--- config.mk ---
export PLATFORM = sky130hd
export DESIGN_NAME = shift_sequencer_flat
export DESIGN_NICKNAME = d
export VERILOG_FILES = /design/src/rtl/shift_pkg.sv /design/src/rtl/shift_sequencer_if.sv /design/src/rtl/shift_step.sv /design/src/rtl/shift_sequencer.sv /design/src/flat_wrapper.sv
export SDC_FILE = /design/constraint.sdc
export NUM_CORES = 1
export LEC_CHECK = 0
export CELL_PAD_IN_SITES_DETAIL_PLACEMENT = 0
export CELL_PAD_IN_SITES_GLOBAL_PLACEMENT = 1
export CORE_ASPECT_RATIO = 1.4
export CORE_MARGIN = 8
export CORE_UTILIZATION = 29
export DETAILED_ROUTE_END_ITERATION = 8
export PLACE_DENSITY = 0.72
export SYNTH_ARGS = -nofsm -noshare
export SYNTH_HDL_FRONTEND = slang
export SYNTH_SLANG_ARGS = --single-unit
--- constraint.sdc ---
create_clock -name clk -period 1.6 [get_ports clk]
set_clock_uncertainty 0.1 [all_clocks]
set_input_delay 0.32 -clock clk [delete_from_list [all_inputs] [get_ports clk]]
set_output_delay 0.32 -clock clk [all_outputs]
set_load 0.01 [all_outputs]
--- src/rtl/shift_pkg.sv ---
// Shared constants for the register-shift sequencer: shift-type codes and FSM encoding.
package shift_pkg;

  localparam logic [1:0] SH_LSL = 2'b00;
  localparam logic [1:0] SH_LSR = 2'b01;
  localparam logic [1:0] SH_ASR = 2'b10;
  localparam logic [1:0] SH_ROR = 2'b11;

  typedef enum logic [1:0] {
    ST_IDLE  = 2'b00,
    ST_SHIFT = 2'b01,
    ST_DONE  = 2'b10
  } state_t;

endpackage

--- src/rtl/shift_sequencer_if.sv ---
// Request/response bundle between register read, the shift sequencer and the ALU operand-2 path.
interface shift_sequencer_if #(
  parameter int WIDTH = 32
);
  // Both sides use valid/ready: a transfer happens on a rising edge where valid
  // and ready are both high; the source holds valid and data stable until then.
  logic             in_valid;
  logic             in_ready;
  logic [WIDTH-1:0] in_rm;
  logic [1:0]       in_type;
  logic [7:0]       in_amt;
  logic             in_c;
  logic             out_valid;
  logic             out_ready;
  logic [WIDTH-1:0] out_result;
  logic             out_c;

  modport master (
    output in_valid, in_rm, in_type, in_amt, in_c, out_ready,
    input  in_ready, out_valid, out_result, out_c
  );

  modport slave (
    input  in_valid, in_rm, in_type, in_amt, in_c, out_ready,
    output in_ready, out_valid, out_result, out_c
  );
endinterface

--- src/rtl/shift_step.sv ---
// Combinational one-position shifter; also usable by the immediate-shift path.
module shift_step
  import shift_pkg::*;
#(
  parameter int WIDTH = 32
) (
  input  logic [1:0]       i_type,
  input  logic [WIDTH-1:0] i_val,
  output logic [WIDTH-1:0] o_val,
  output logic             o_c
);

  always_comb begin
    o_val = i_val;
    o_c   = i_val[0];
    case (i_type)
      SH_LSL: begin
        o_val = {i_val[WIDTH-2:0], 1'b0};
        o_c   = i_val[WIDTH-1];
      end
      SH_LSR:  o_val = {1'b0, i_val[WIDTH-1:1]};
      SH_ASR:  o_val = {i_val[WIDTH-1], i_val[WIDTH-1:1]};
      default: o_val = {i_val[0], i_val[WIDTH-1:1]};
    endcase
  end

endmodule

--- src/rtl/shift_sequencer.sv ---
// Multi-cycle register-specified shifter: one bit position per cycle, ARM carry semantics
// obtained by clamping the iteration count rather than by special-casing results.
module shift_sequencer
  import shift_pkg::*;
#(
  parameter int WIDTH = 32
) (
  input  logic             clk,
  input  logic             reset,
  shift_sequencer_if.slave bus,
  output state_t           o_state
);

  localparam int          CW     = $clog2(WIDTH + 2);
  localparam logic [31:0] MAX_LS = 32'(WIDTH + 1);
  localparam logic [31:0] MAX_AS = 32'(WIDTH);

  state_t           r_state;
  state_t           w_next;
  logic [CW-1:0]    r_cnt;
  logic [WIDTH-1:0] r_work;
  logic [1:0]       r_type;
  logic             r_carry;

  logic [31:0]      w_amt;
  logic [31:0]      w_rmod;
  logic [31:0]      w_n32;
  logic [CW-1:0]    w_n;
  logic             w_ror_wrap;
  logic             w_accept;
  logic [WIDTH-1:0] w_step_val;
  logic             w_step_c;

  assign w_amt    = {24'd0, bus.in_amt};
  assign w_rmod   = w_amt % MAX_AS;
  assign w_accept = bus.in_valid && (r_state == ST_IDLE);

  // Iteration count; LSL/LSR clamp at WIDTH+1 so the extra step flushes the carry to 0.
  always_comb begin
    w_n32      = w_amt;
    w_ror_wrap = 1'b0;
    case (bus.in_type)
      SH_LSL, SH_LSR: if (w_amt > MAX_LS) w_n32 = MAX_LS;
      SH_ASR:         if (w_amt > MAX_AS) w_n32 = MAX_AS;
      default: begin
        w_n32      = w_rmod;
        w_ror_wrap = (w_amt != 32'd0) && (w_rmod == 32'd0);
      end
    endcase
  end
  assign w_n = CW'(w_n32);

  shift_step #(.WIDTH(WIDTH)) u_step (
    .i_type (r_type),
    .i_val  (r_work),
    .o_val  (w_step_val),
    .o_c    (w_step_c)
  );

  always_ff @(posedge clk) begin
    if (reset) r_state <= ST_IDLE;
    else       r_state <= w_next;
  end

  always_comb begin
    w_next = r_state;
    case (r_state)
      ST_IDLE:  if (w_accept) w_next = (w_n == '0) ? ST_DONE : ST_SHIFT;
      ST_SHIFT: if (r_cnt == CW'(1)) w_next = ST_DONE;
      ST_DONE:  if (bus.out_ready) w_next = ST_IDLE;
      default:  w_next = ST_IDLE;
    endcase
  end

  always_comb begin
    bus.in_ready   = (r_state == ST_IDLE);
    bus.out_valid  = (r_state == ST_DONE);
    bus.out_result = r_work;
    bus.out_c      = r_carry;
    o_state        = r_state;
  end

  // A full-turn rotate leaves the value intact but still reports the MSB as carry.
  always_ff @(posedge clk) begin
    if (reset) begin
      r_work  <= '0;
      r_type  <= SH_LSL;
      r_carry <= 1'b0;
      r_cnt   <= '0;
    end else if (w_accept) begin
      r_work  <= bus.in_rm;
      r_type  <= bus.in_type;
      r_carry <= w_ror_wrap ? bus.in_rm[WIDTH-1] : bus.in_c;
      r_cnt   <= w_n;
    end else if (r_state == ST_SHIFT) begin
      r_work  <= w_step_val;
      r_carry <= w_step_c;
      r_cnt   <= r_cnt - CW'(1);
    end
  end

endmodule

--- src/flat_wrapper.sv ---
// flat-port wrapper written by rule: the top's interface ports become plain ports
module shift_sequencer_flat import shift_pkg::*;
#(
  parameter int WIDTH = 32
)
  (clk, reset, o_state, bus_in_valid, bus_in_rm, bus_in_type, bus_in_amt, bus_in_c, bus_out_ready, bus_in_ready, bus_out_valid, bus_out_result, bus_out_c);
  shift_sequencer_if #(.WIDTH(WIDTH)) bus_i ();
  input  logic clk;
  input  logic reset;
  output state_t o_state;
  input wire logic [$bits(bus_i.in_valid)-1:0] bus_in_valid;
  input wire logic [$bits(bus_i.in_rm)-1:0] bus_in_rm;
  input wire logic [$bits(bus_i.in_type)-1:0] bus_in_type;
  input wire logic [$bits(bus_i.in_amt)-1:0] bus_in_amt;
  input wire logic [$bits(bus_i.in_c)-1:0] bus_in_c;
  input wire logic [$bits(bus_i.out_ready)-1:0] bus_out_ready;
  output wire logic [$bits(bus_i.in_ready)-1:0] bus_in_ready;
  output wire logic [$bits(bus_i.out_valid)-1:0] bus_out_valid;
  output wire logic [$bits(bus_i.out_result)-1:0] bus_out_result;
  output wire logic [$bits(bus_i.out_c)-1:0] bus_out_c;
  assign bus_i.in_valid = bus_in_valid;
  assign bus_i.in_rm = bus_in_rm;
  assign bus_i.in_type = bus_in_type;
  assign bus_i.in_amt = bus_in_amt;
  assign bus_i.in_c = bus_in_c;
  assign bus_i.out_ready = bus_out_ready;
  assign bus_in_ready = bus_i.in_ready;
  assign bus_out_valid = bus_i.out_valid;
  assign bus_out_result = bus_i.out_result;
  assign bus_out_c = bus_i.out_c;
  shift_sequencer #(.WIDTH(WIDTH)) u_core (.clk(clk), .reset(reset), .bus(bus_i), .o_state(o_state));
endmodule
==> results.py <==
metrics = {
    "outcome": {
        "status": "finished, final reports clean",
    },
    "logic_synthesis": {
        "yosysTopAreaCell": "dfxtp_1",
        "synthTopCellsByArea": "dfxtp_1 (37%), mux2i_1 (13%), a22o_1 (11%)",
        "synth_nets": 313,
        "synth-seq-cells": 43,
        "synth_top_cell_area_share_pct": 37.4,
        "synth_area_um2": 2300,
        "synth-edff-count": 0,
        "synth_flop_cell": "dfxtp_1",
        "yosysSeqAreaShare_pct": 37.4,
        "async_flop_share_pct": 0,
        "synth_cell_types": 42,
        "yosysWarningCount": 0,
        "postSynthAreaPerCell_um2": 8.71,
        "synthCells": 264,
    },
    "setup_path": {
        "path_buf_inv": 3,
        "critPathTopFamily": "buffers and inverters",
        "critPathCaptureType": "flop",
        "cp.arrival_ns": 1.71,
        "reg2reg_from": "u_core.o_state[0]",
        "critPathSlowestCell": "dfxtp_4",
        "worstPathMaxFanout": 6,
        "critPathMostFrequentCell": "buf_6",
        "required_ns": 1.73,
        "max_stage_delay_ns": 0.38,
        "critPathLaunch": "u_core.o_state[0]",
        "path_cells": "buf_6, nor3b_4, buf_6, bufbuf_16, or3_1, a31oi_1",
        "cp-start-kind": "flop",
        "path_class": "reg -> reg",
    },
    "grt": {
        "grt_max_degree": 22,
        "grtUsageTotal_pct": 14.3,
        "grt_pass1_wl_um": 13100,
        "grt_pass1_vias": 2620,
        "antenna_found_initial": 0,
        "grt_overflow_total": 0,
    },
    "sta": {
        "worst_slew_pin_slew_ns": 0.356,
        "finalCritPeriodShare_pct": 99.0,
        "drv_slew": 0,
        "period_needed_ns": 1.58,
        "slew_headroom_pct": 76.3,
        "max_freq_mhz": 631,
        "setup_viol": 0,
        "tns_ns": 0,
        "hold_violations": 0,
        "rsz0062_at_grt": "yes",
    },
    "placed_design": {
        "io_buffers": 83,
        "place.gp.congestion": 0.767,
        "dp_hpwl_um": 5950,
        "placed_area_um2": 3580,
    },
    "drt": {
        "drtPass1Iterations": 4,
        "drc": 0,
        "detail-route-antenna-nets": 0,
        "wire_per_inst_um": 16.6,
        "routed_wirelength_um": 8070,
        "vias": 2458,
        "drt_iter0_markers": 104,
        "viasPerCell": 5.07,
    },
    "power": {
        "p_clk_share_pct": 22.3,
        "seqPwrFrac_pct": 38.7,
        "leakagePower_nw": 1.78,
        "cellPowerDensity_nw_per_um2": 892,
        "p_sw_w": 0.00110,
        "peakVddDrop_uv": 391,
        "internal_power_w": 0.00233,
        "combPwrFrac_pct": 39.0,
        "netSwitchingFraction_pct": 32.0,
    },
    "layout": {
        "final_area_um2": 3840,
        "mostFrequentLayoutCells": "clkdlybuf4s50_1 (41), nand2_1 (38), dlygate4sd2_1 (38)",
        "layout-drive-gt1-share_pct": 20.5,
        "antenna_cells": 0,
        "fin_nets": 433,
        "syn_to_final_growth_pct": 67.0,
        "layout_commonest_cell": "clkdlybuf4s50_1",
        "nFillCells": 772,
    },
    "worst_hold_path": {
        "hp-start": "bus_in_amt[1]",
        "hold_path.class": "in -> reg",
    },
    "clock_network": {
        "clk_latency_ns": 0.29,
        "cts_buffers": 5,
        "htreeDepth": 2,
        "cts_tree": "built",
        "cts_max_path_buffers": 2,
        "clkTransAtPathRegs_ns": 0.08,
        "ctsRootBufferMaster": "clkbuf_8",
        "clock_sinks": 43,
        "cts_hold_buf": 0,
    },
    "die": {
        "die_w_um": 91.3,
        "die_area_um2": 11100,
        "start_util_pct": 29.7,
        "num_io_pins": 84,
        "rows": 38,
        "core-area_um2": 7750,
        "dieHeight_um": 121,
    },
    "job": {
        "drv_cap": 0,
    },
}
## layout make-up
| class | count | area, um^2 | share of cell area (%) |
|---|---|---|---|
| multi-input cells | 197 | 1410 | 36.6 |
| flip-flops and latches | 43 | 872 | 22.7 |
| well taps | 100 | 125 | 3.26 |
| inverters | 5 | 18.8 | 0.489 |
| repair buffers | 132 | 1320 | 34.3 |
| clock buffers | 8 | 100 | 2.61 |
## power by group through the flow
stage                     Sequential (W)  Combinational (W)  Clock, W
after floorplan                  0.00135           0.000572         0
after global placement           0.00134            0.00126         0
after detailed placement         0.00134            0.00127         0
after CTS                        0.00132            0.00125  0.000792
after global routing             0.00135            0.00145  0.000843
final                            0.00133            0.00134  0.000763
## metal layers
layer  global-route usage [%]  part of all wire (%)  vias up
li1                         -                     -     1220
met3                     2.97                   3.6        9
met2                     26.4                    52       63
met4                     5.14                   2.2        0
met1                     15.7                    42     1166
met5                        0                     0        -
## final timing paths
| path | to | slack, ns | cells after the start |
|---|---|---|---|
| hold reg to reg | u_core.bus.out_result[30] | 0.42 | 1 |
| hold / removal | u_core.r_cnt[1] | 0.26 | 3 |
| setup reg to reg | u_core.r_cnt[5] | 0.02 | 6 |
| setup / recovery | u_core.r_cnt[5] | 0.02 | 6 |
## through the flow
stage                     hold WS [ns]  total power, W  setup slack, ns  util, %  cells
final                            0.258         0.00343           0.0158     49.6    485
after global placement           0.381         0.00261           -0.474     46.2    470
after CTS                        0.252         0.00337         0.000269     47.6    480
after detailed placement         0.389         0.00261           -0.499     46.2    470
after global routing             0.262         0.00364          -0.0353     49.6    485
after floorplan                  0.303         0.00192         -0.00672        -    264
## cells in the mapped netlist, types with 4 or more instances
cell	count
clkbuf_1	12
a21oi_1	8
nand2_1	38
nor2_1	9
mux2i_1	30
nor3_1	4
dfxtp_1	43
o21ai_0	35
buf_2	4
inv_1	5
a22o_1	30
a211oi_1	5
## tightest hold or removal path, stage by stage
cell	delay (ns)
buf_2	0.11
a31oi_1	0.12
a211oi_1	0.06
## timing repair
| item | in CTS | in global routing |
|---|---|---|
| gates resized for setup | 57 | 15 |
| pin swaps | 5 | 5 |
| endpoints found under the setup margin | 73 | 38 |
| gates cloned | 1 | 3 |
| setup buffers | 1 | 2 |
## flip-flops by register name (all words and copies together) (netlist names)
| name | cells |
|---|---|
| u_core.bus.out_c | 1 |
| u_core.o_state | 2 |
| u_core.r_type | 2 |
| u_core.r_cnt | 6 |
| u_core.bus.out_result | 32 |
## cell families after synthesis
group                    synth area share (%)
XOR/XNOR                                0.762
adder cells (fa/ha/maj)                  1.09
AND/OR/NAND/NOR                          13.5
multiplexers                             13.1
AO/OA/AOI/OAI                            29.5
buffers and inverters                    4.62
flip-flops                               37.4
No activity file was read; power rests on OpenSTA's default activity.
